--- src/rtl/sprite_renderer.sv ---
// sprite_renderer: erases the previous sprite, then draws the new one, one pixel write per clock.
// Optional horizontal flip (mirror_in) is enabled by defining SPRITE_RENDERER_MIRROR_EN.
module sprite_renderer #(
  parameter int SPRITE_W = 7,
  parameter int SPRITE_H = 7,
  parameter int NUM_STYLES = 2,
  parameter int X_W = 8,
  parameter int Y_W = 7,
  parameter int COLOUR_W = 3,
  parameter int SCREEN_W = 160,
  parameter int SCREEN_H = 120,
  parameter logic [COLOUR_W-1:0] BG_COLOUR = '0,
  parameter logic [NUM_STYLES*SPRITE_W*SPRITE_H-1:0] SPRITE_MAP = '0,
  localparam int S_W = NUM_STYLES > 1 ? $clog2(NUM_STYLES) : 1,
  localparam int XS = X_W + 1,
  localparam int YS = Y_W + 1
) (
  input  logic                clk,
  input  logic                reset,
  input  logic                start,
  input  logic [X_W-1:0]      x_in,
  input  logic [Y_W-1:0]      y_in,
  input  logic [S_W-1:0]      style_in,
  input  logic [COLOUR_W-1:0] colour_in,
`ifdef SPRITE_RENDERER_MIRROR_EN
  input  logic                mirror_in,
`endif
  output logic                busy,
  output logic                done,
  output logic                plot,
  output logic [X_W-1:0]      x,
  output logic [Y_W-1:0]      y,
  output logic [COLOUR_W-1:0] colour
);
  typedef enum logic [1:0] {IDLE, ERASE, DRAW, DONE} state_t;
  state_t state, state_n;
  logic [3:0] row, col, bcol;
  logic [X_W-1:0] cur_x, prev_x;
  logic [Y_W-1:0] cur_y, prev_y;
  logic [S_W-1:0] cur_style, prev_style, sty;
  logic [COLOUR_W-1:0] cur_colour;
  logic cur_mirror, prev_mirror, mir, mirror_lat, prev_valid;
  logic scan, erasing, last_col, last, bit_on;
  logic [X_W:0] px;
  logic [Y_W:0] py;
  logic [31:0] idx;
`ifdef SPRITE_RENDERER_MIRROR_EN
  assign mirror_lat = mirror_in;
`else
  assign mirror_lat = 1'b0;
`endif
  assign busy = state != IDLE;
  assign done = state == DONE;
  assign erasing = state == ERASE;
  assign scan = erasing || state == DRAW;
  assign last_col = col == 4'(SPRITE_W - 1);
  assign last = last_col && row == 4'(SPRITE_H - 1);
  // erase reads the previous request's bitmap, draw reads the current one
  assign sty = erasing ? prev_style : cur_style;
  assign mir = erasing ? prev_mirror : cur_mirror;
  assign bcol = mir ? 4'(SPRITE_W - 1) - col : col;
  assign idx = (32'(sty) * SPRITE_H + 32'(row)) * SPRITE_W + 32'(bcol);
  assign bit_on = 1'(SPRITE_MAP >> idx);
  assign px = (erasing ? {1'b0, prev_x} : {1'b0, cur_x}) + XS'(col);
  assign py = (erasing ? {1'b0, prev_y} : {1'b0, cur_y}) + YS'(row);
  always_comb begin
    state_n = state;
    if (state == IDLE) state_n = start ? (prev_valid ? ERASE : DRAW) : IDLE;
    else if (scan && last) state_n = erasing ? DRAW : DONE;
    else if (state == DONE) state_n = IDLE;
  end
  always_ff @(posedge clk) begin
    if (reset) state <= IDLE;
    else state <= state_n;
  end
  always_ff @(posedge clk) begin
    if (reset) begin
      row <= '0;
      col <= '0;
      plot <= 1'b0;
      x <= '0;
      y <= '0;
      colour <= '0;
      prev_valid <= 1'b0;
      cur_x <= '0;
      cur_y <= '0;
      cur_style <= '0;
      cur_colour <= '0;
      cur_mirror <= 1'b0;
      prev_x <= '0;
      prev_y <= '0;
      prev_style <= '0;
      prev_mirror <= 1'b0;
    end else begin
      col <= scan && !last_col ? col + 4'd1 : '0;
      row <= !scan ? '0 : last_col ? (last ? '0 : row + 4'd1) : row;
      // sums are one bit wider than the screen coordinates so off-screen pixels clip instead of wrapping
      plot <= scan && bit_on && px < XS'(SCREEN_W) && py < YS'(SCREEN_H);
      x <= px[X_W-1:0];
      y <= py[Y_W-1:0];
      colour <= erasing ? BG_COLOUR : cur_colour;
      if (state == IDLE && start) begin
        cur_x <= x_in;
        cur_y <= y_in;
        cur_style <= 32'(style_in) >= NUM_STYLES ? '0 : style_in;
        cur_colour <= colour_in;
        cur_mirror <= mirror_lat;
      end
      if (done) begin
        prev_x <= cur_x;
        prev_y <= cur_y;
        prev_style <= cur_style;
        prev_mirror <= cur_mirror;
        prev_valid <= 1'b1;
      end
    end
  end
endmodule

--- config.mk ---
export PLATFORM = sky130hd
export DESIGN_NAME = sprite_renderer
export DESIGN_NICKNAME = d
export VERILOG_FILES = /design/src/rtl/sprite_renderer.sv
export SDC_FILE = /design/constraint.sdc
export NUM_CORES = 1
export LEC_CHECK = 0
export ABC_AREA = 1
export CAP_MARGIN = 20
export CORE_ASPECT_RATIO = 0.6
export CORE_UTILIZATION = 23
export CTS_CLUSTER_SIZE = 25
export DETAILED_ROUTE_END_ITERATION = 8
export MAX_ROUTING_LAYER = met4
export PLACE_DENSITY_LB_ADDON = 0.2
export SLEW_MARGIN = 20
export SYNTH_ARGS = -nofsm -noshare
export SYNTH_HDL_FRONTEND = slang
export SYNTH_SLANG_ARGS = --single-unit
--- constraint.sdc ---
create_clock -name clk -period 4.9 [get_ports clk]
set_input_delay 0.98 -clock clk [delete_from_list [all_inputs] [get_ports clk]]
set_output_delay 0.98 -clock clk [all_outputs]
set_load 0.01 [all_outputs]
Word level (Yosys, flattened, before mapping). Index checks and enable logic that the tools add are counted.

Bits in latches: 0. Memories: 0. Word-level logic and storage cells: 58. Memory bits (read-only): 0. RAM bits: 0. Output and inout bits: 21. Flip-flop bits (word level): 65. Input bits: 22.

Div/mod/pow operators: 0. Bitwise operators: 2. Add/sub/neg operators: 6. Mux-type cells: 10. Shift operators: 1. Reductions and logical operators: 15. Order comparisons: 2. Multipliers: 2. Eq/ne operators: 5.

Operator list (number): adder 8 x 4 -> 9 bit (2); 2-to-1 mux 2 bit (5); < comparator 9 x 8 -> 1 bit, second input constant (1); >> shifter 1 x 9 -> 1 bit, first input constant (1); adder 4 x 1 -> 4 bit, second input constant (2); adder 7 x 4 -> 8 bit (1); equality test 4 x 3 -> 1 bit, second input constant (2); < comparator 8 x 7 -> 1 bit, second input constant (1); multiplier 5 x 3 -> 8 bit, second input constant (1); 2-to-1 mux 8 bit (1); logical AND 1 bit (7); 2-to-1 mux 7 bit (1); OR reduction 2 bit (3); adder 4 x 4 -> 5 bit (1); equality test 2 bit, second input constant (2); multiplier 1 x 3 -> 4 bit, second input constant (1); 2-to-1 mux 4 bit (1); nonzero test 3 bit (1); equality test 2 x 1 -> 1 bit, second input constant (1); logical NOT 2 bit (1); 2-to-1 mux 1 bit (2); NOT 1 bit (2); nonzero test 2 bit (1); logical NOT 1 bit (1); logical OR 1 bit (1).

Longest topological paths before layout.
Depth after elaboration: 10. Mapped depth: 18. Mapped depth without buffers: 16.

Worst setup path after synthesis. No wires, ideal clock.

Kind: register to register. Start point: register state[1]. End point: register x[6]. Arrival time: 1.971 ns. Path slack: 2.813 ns. Stages on the path, launching flop included: 16. Setup time: 0.116 ns. Path through: dfxtp_1 inv_1 ha_1 buf_6 buf_4 o21ai_0 inv_1 fa_1 inv_1 nand3_1 nand2_1 nand2_1 inv_1 nand2_1 nand2_1 a21oi_1.

Longest elaborated chain between the ends: 3.

Ends and longest elaborated chain: start, declared (RTL line 36) `state_t state, state_n;`; start signal, assigned (RTL line 74) `else state <= state_n;`; equality test 2 x 1 -> 1 bit (RTL line 54) `assign erasing = state == ERASE;`; 2-to-1 mux 8 bit (RTL line 64) `assign px = (erasing ? {1'b0, prev_x} : {1'b0, cur_x}) + XS'(col);`; adder 8 x 4 -> 9 bit (RTL line 64); end signal, assigned (RTL line 99) `x <= px[X_W-1:0];`; end, declared (RTL line 31) `output logic [X_W-1:0] x,`.

Every way passes these cells. A chain may end at the register's enable or synchronous reset.

Worst setup path after layout.
Start point: register state[0]. End point: output done.

Longest elaborated chain between the ends: 1.

Ends and longest elaborated chain: equality test 2 bit (RTL line 53) `assign done = state == DONE;`; end, declared (RTL line 29) `output logic done,`.

Every way passes these cells.

==> results by group <==
Status
  • Outcome: finished clean

Logic synthesis
  • Seq/Total Area, Yosys: 44.6%
  • Post-Synth XOR/XNOR Area: 1.26%
  • Average footprint of a synthesized cell: 7.79 sq um
  • Commonest cells in the netlist: 65 x nor2_1, 62 x dfxtp_1, 51 x nand2_1
  • Largest family of logic cells by synthesized area: simple AND/OR/NAND/NOR gates
  • Mapped Area: 0.00278 sq mm
  • Post-synth EDFFs: 0
  • Multiplexer area fraction after synthesis: 0.719%
  • Syn nets: 397
  • Post-synthesis register bit count: 62
  • YS warnings: 0
  • Top cells by area, synth: dfxtp_1 45%, nor2_1 8.8%, o21ai_0 7.6%, ha_1 7.2%, nand2_1 6.9%
  • Primary FF master, synth: dfxtp_1
  • Synth Area in Compound Gates: 13.7%
  • Post-synth top area share: 44.6%
  • Adder-Cell Fraction of Synth Area: 8.63%
  • Most common cell in the netlist: nor2_1
  • Leading area contributor after synthesis: dfxtp_1
  • Asr flop ratio synth: 0%
  • Count of different cell masters after synthesis: 31
  • Cells after Synth: 357
  • Synth Area in Simple Gates: 22.8%

Timing
  • Headroom to the max-slew limit: 41.7%
  • Final hold vios: 0
  • Final Cycle Share: 63.1%
  • Worst slew pin tran: 0.875 ns
  • Clock Skew: 0.00357 ns
  • F_max: 323 MHz
  • RSZ-0062 raised after global routing: false
  • Setup ws final: 1.81 ns
  • Clock period minus worst slack: 3.09 ns
  • Slew Viols, Final: 0
  • Setup violators final: 0
  • Total negative slack: 0 ns

Placement
  • Routability cong.: 0.732
  • Place WS: 2.13 ns
  • Post-DP HPWL: 4520 um
  • Port bufs: 40

Floorplan
  • Initial Util: 24.1%
  • Chip height: 87.2 um
  • FP Rows: 30
  • # IOs: 43
  • Die W: 144 um
  • Die area: 0.0126 sq mm
  • Core box area: 0.0115 sq mm

Route
  • Pre-Repair DR Iteration Count: 4
  • Post-route DRC violation count: 0
  • Vias/cell: 4.10
  • WL final: 6480 um
  • Antenna Violating Nets Remaining: 0
  • Avg WL per Cell: 11.5 um
  • Iter 0 DRT Violations: 107
  • Vias: 2302

Global route
  • GRT Resource Usage Total: 12.0%
  • Initial antenna violation count: 0
  • Vias in the first global route: 2202
  • Pin count of the biggest net entering global routing: 46
  • Overflow after GRT: 0
  • Global-route wire length before repair: 10600 um

Clock network
  • Inserted Clock Buffers: 9
  • H-tree Lvls: 3
  • Post_cts resized: 0
  • Hold_buf cts: 0
  • Worst-skew pair later-pin latency: 0.33 ns
  • Clock Sink Count: 62
  • Worst-path clk slew: 0.05 ns
  • Root Driver: clkbuf_16
  • CTS tree: done
  • Post-CTS setup buffer count: 0
  • Clock Path Buffers: 2

Pwr
  • Peak VDD IR: 0.000174 V
  • LEAKAGE: 0.00155 uW
  • PwrDens: 524 mW/mm^2

Setup path
  • Critical Path Fanout Max: 23
  • CP startpoint kind: register
  • Crit path kind: reg -> out
  • Crit. End Element: output pin
  • Arr. time, crit path: 2.11 ns
  • Req. time, crit path: 3.92 ns

Cells and area
  • # nets final: 436
  • Ant. Diodes: 0
  • Fillers: 1251
  • FF/Latch Area: 0.00124 sq mm
  • Multi-input gate area: 0.00131 sq mm
  • Layout cells sized above 1: 7.48%
  • Area growth syn-to-layout: 30.4%

Hold path
  • Hold Path Class: reg -> reg

Job
  • Max-cap violations: 0
-- cell usage in the layout, fill, tap and decap left out, types with 3 or more instances in the layout --
cell and count:
nor2_1 65, dfxtp_1 62, nand2_1 51, o21ai_0 42
clkdlybuf4s50_1 40, inv_1 34, a21oi_1 29, ha_1 16
nand3_1 13, clkbuf_16 9, nand2_4 5, nand2_2 3
xor2_1 3
-- registers in the layout, indices dropped and copies added (netlist names), 4 cells and up --
| signal | count |
|---|---|
| prev_x | 8 |
| prev_y | 7 |
| x | 8 |
| row | 4 |
| cur_y | 7 |
| cur_x | 8 |
| y | 7 |
| col | 4 |
-- logic make-up (layout without fill, tap and decap cells) --
kind of cell	count (synthesis)	in the layout
AND/OR/NAND/NOR	144	144
AO/OA/AOI/OAI	75	75
flip-flops	62	62
buffers and inverters	51	95
adder cells (fa/ha/maj)	18	18
XOR/XNOR	4	4
multiplexers	2	2
other	1	1
-- critical path, cell delays in order, from the launching register on --
cell and delay [ns]:
dfxtp_1 0.37, ha_1 0.72, clkdlybuf4s50_1 0.69
-- per-layer routing --
| layer | GRT usage (%) | vias to the layer above | share of wire, % |
|---|---|---|---|
| met5 | - | - | 0 |
| met4 | 4.64 | 0 | 1.3 |
| met3 | 4.56 | 9 | 4.9 |
| met2 | 16.3 | 42 | 39 |
| met1 | 15.7 | 1039 | 55 |
| li1 | - | 1212 | - |
-- final timing paths --
path | cells past startpoint | to | slack (ns) | startpoint
setup / recovery | 2 | done | 1.81 | state[0]
hold / removal | 2 | colour[1] | 0.43 | cur_colour[1]
setup reg to reg | 12 | y[6] | 2.18 | state[1]
hold reg to reg | 2 | colour[1] | 0.43 | cur_colour[1]
-- cell type report --
type | count | area share, %
Multi-Input combinational cell | 244 | 36.2
Sequential cell | 62 | 34.2
Timing Repair Buffer | 42 | 11.4
Clock buffer | 12 | 6.79
Tap cell | 160 | 5.52
Inverter | 37 | 3.96
Clock inverter | 4 | 1.93
-- power by group --
group | total (uW) | switching [uW] | internal (uW)
combinational | 563 | 343 | 219
clock | 679 | 221 | 457
sequential | 661 | 51.7 | 610
total | 1900 | 616 | 1290
-- through the flow --
| stage | power (uW) | utilization (%) | hold WS [ns] | cells | instance area [sq um] |
|---|---|---|---|---|---|
| floorplan | 1060 | - | 0.416 | 357 | 2780 |
| global placement | 1240 | 28.8 | 0.428 | 545 | 3310 |
| detailed placement | 1240 | 28.8 | 0.427 | 545 | 3310 |
| CTS | 1940 | 31.5 | 0.433 | 561 | 3630 |
| global route | 2040 | 31.5 | 0.469 | 561 | 3630 |
| finish | 1900 | 31.5 | 0.427 | 561 | 3630 |
(Power assumes the default switching activity.)
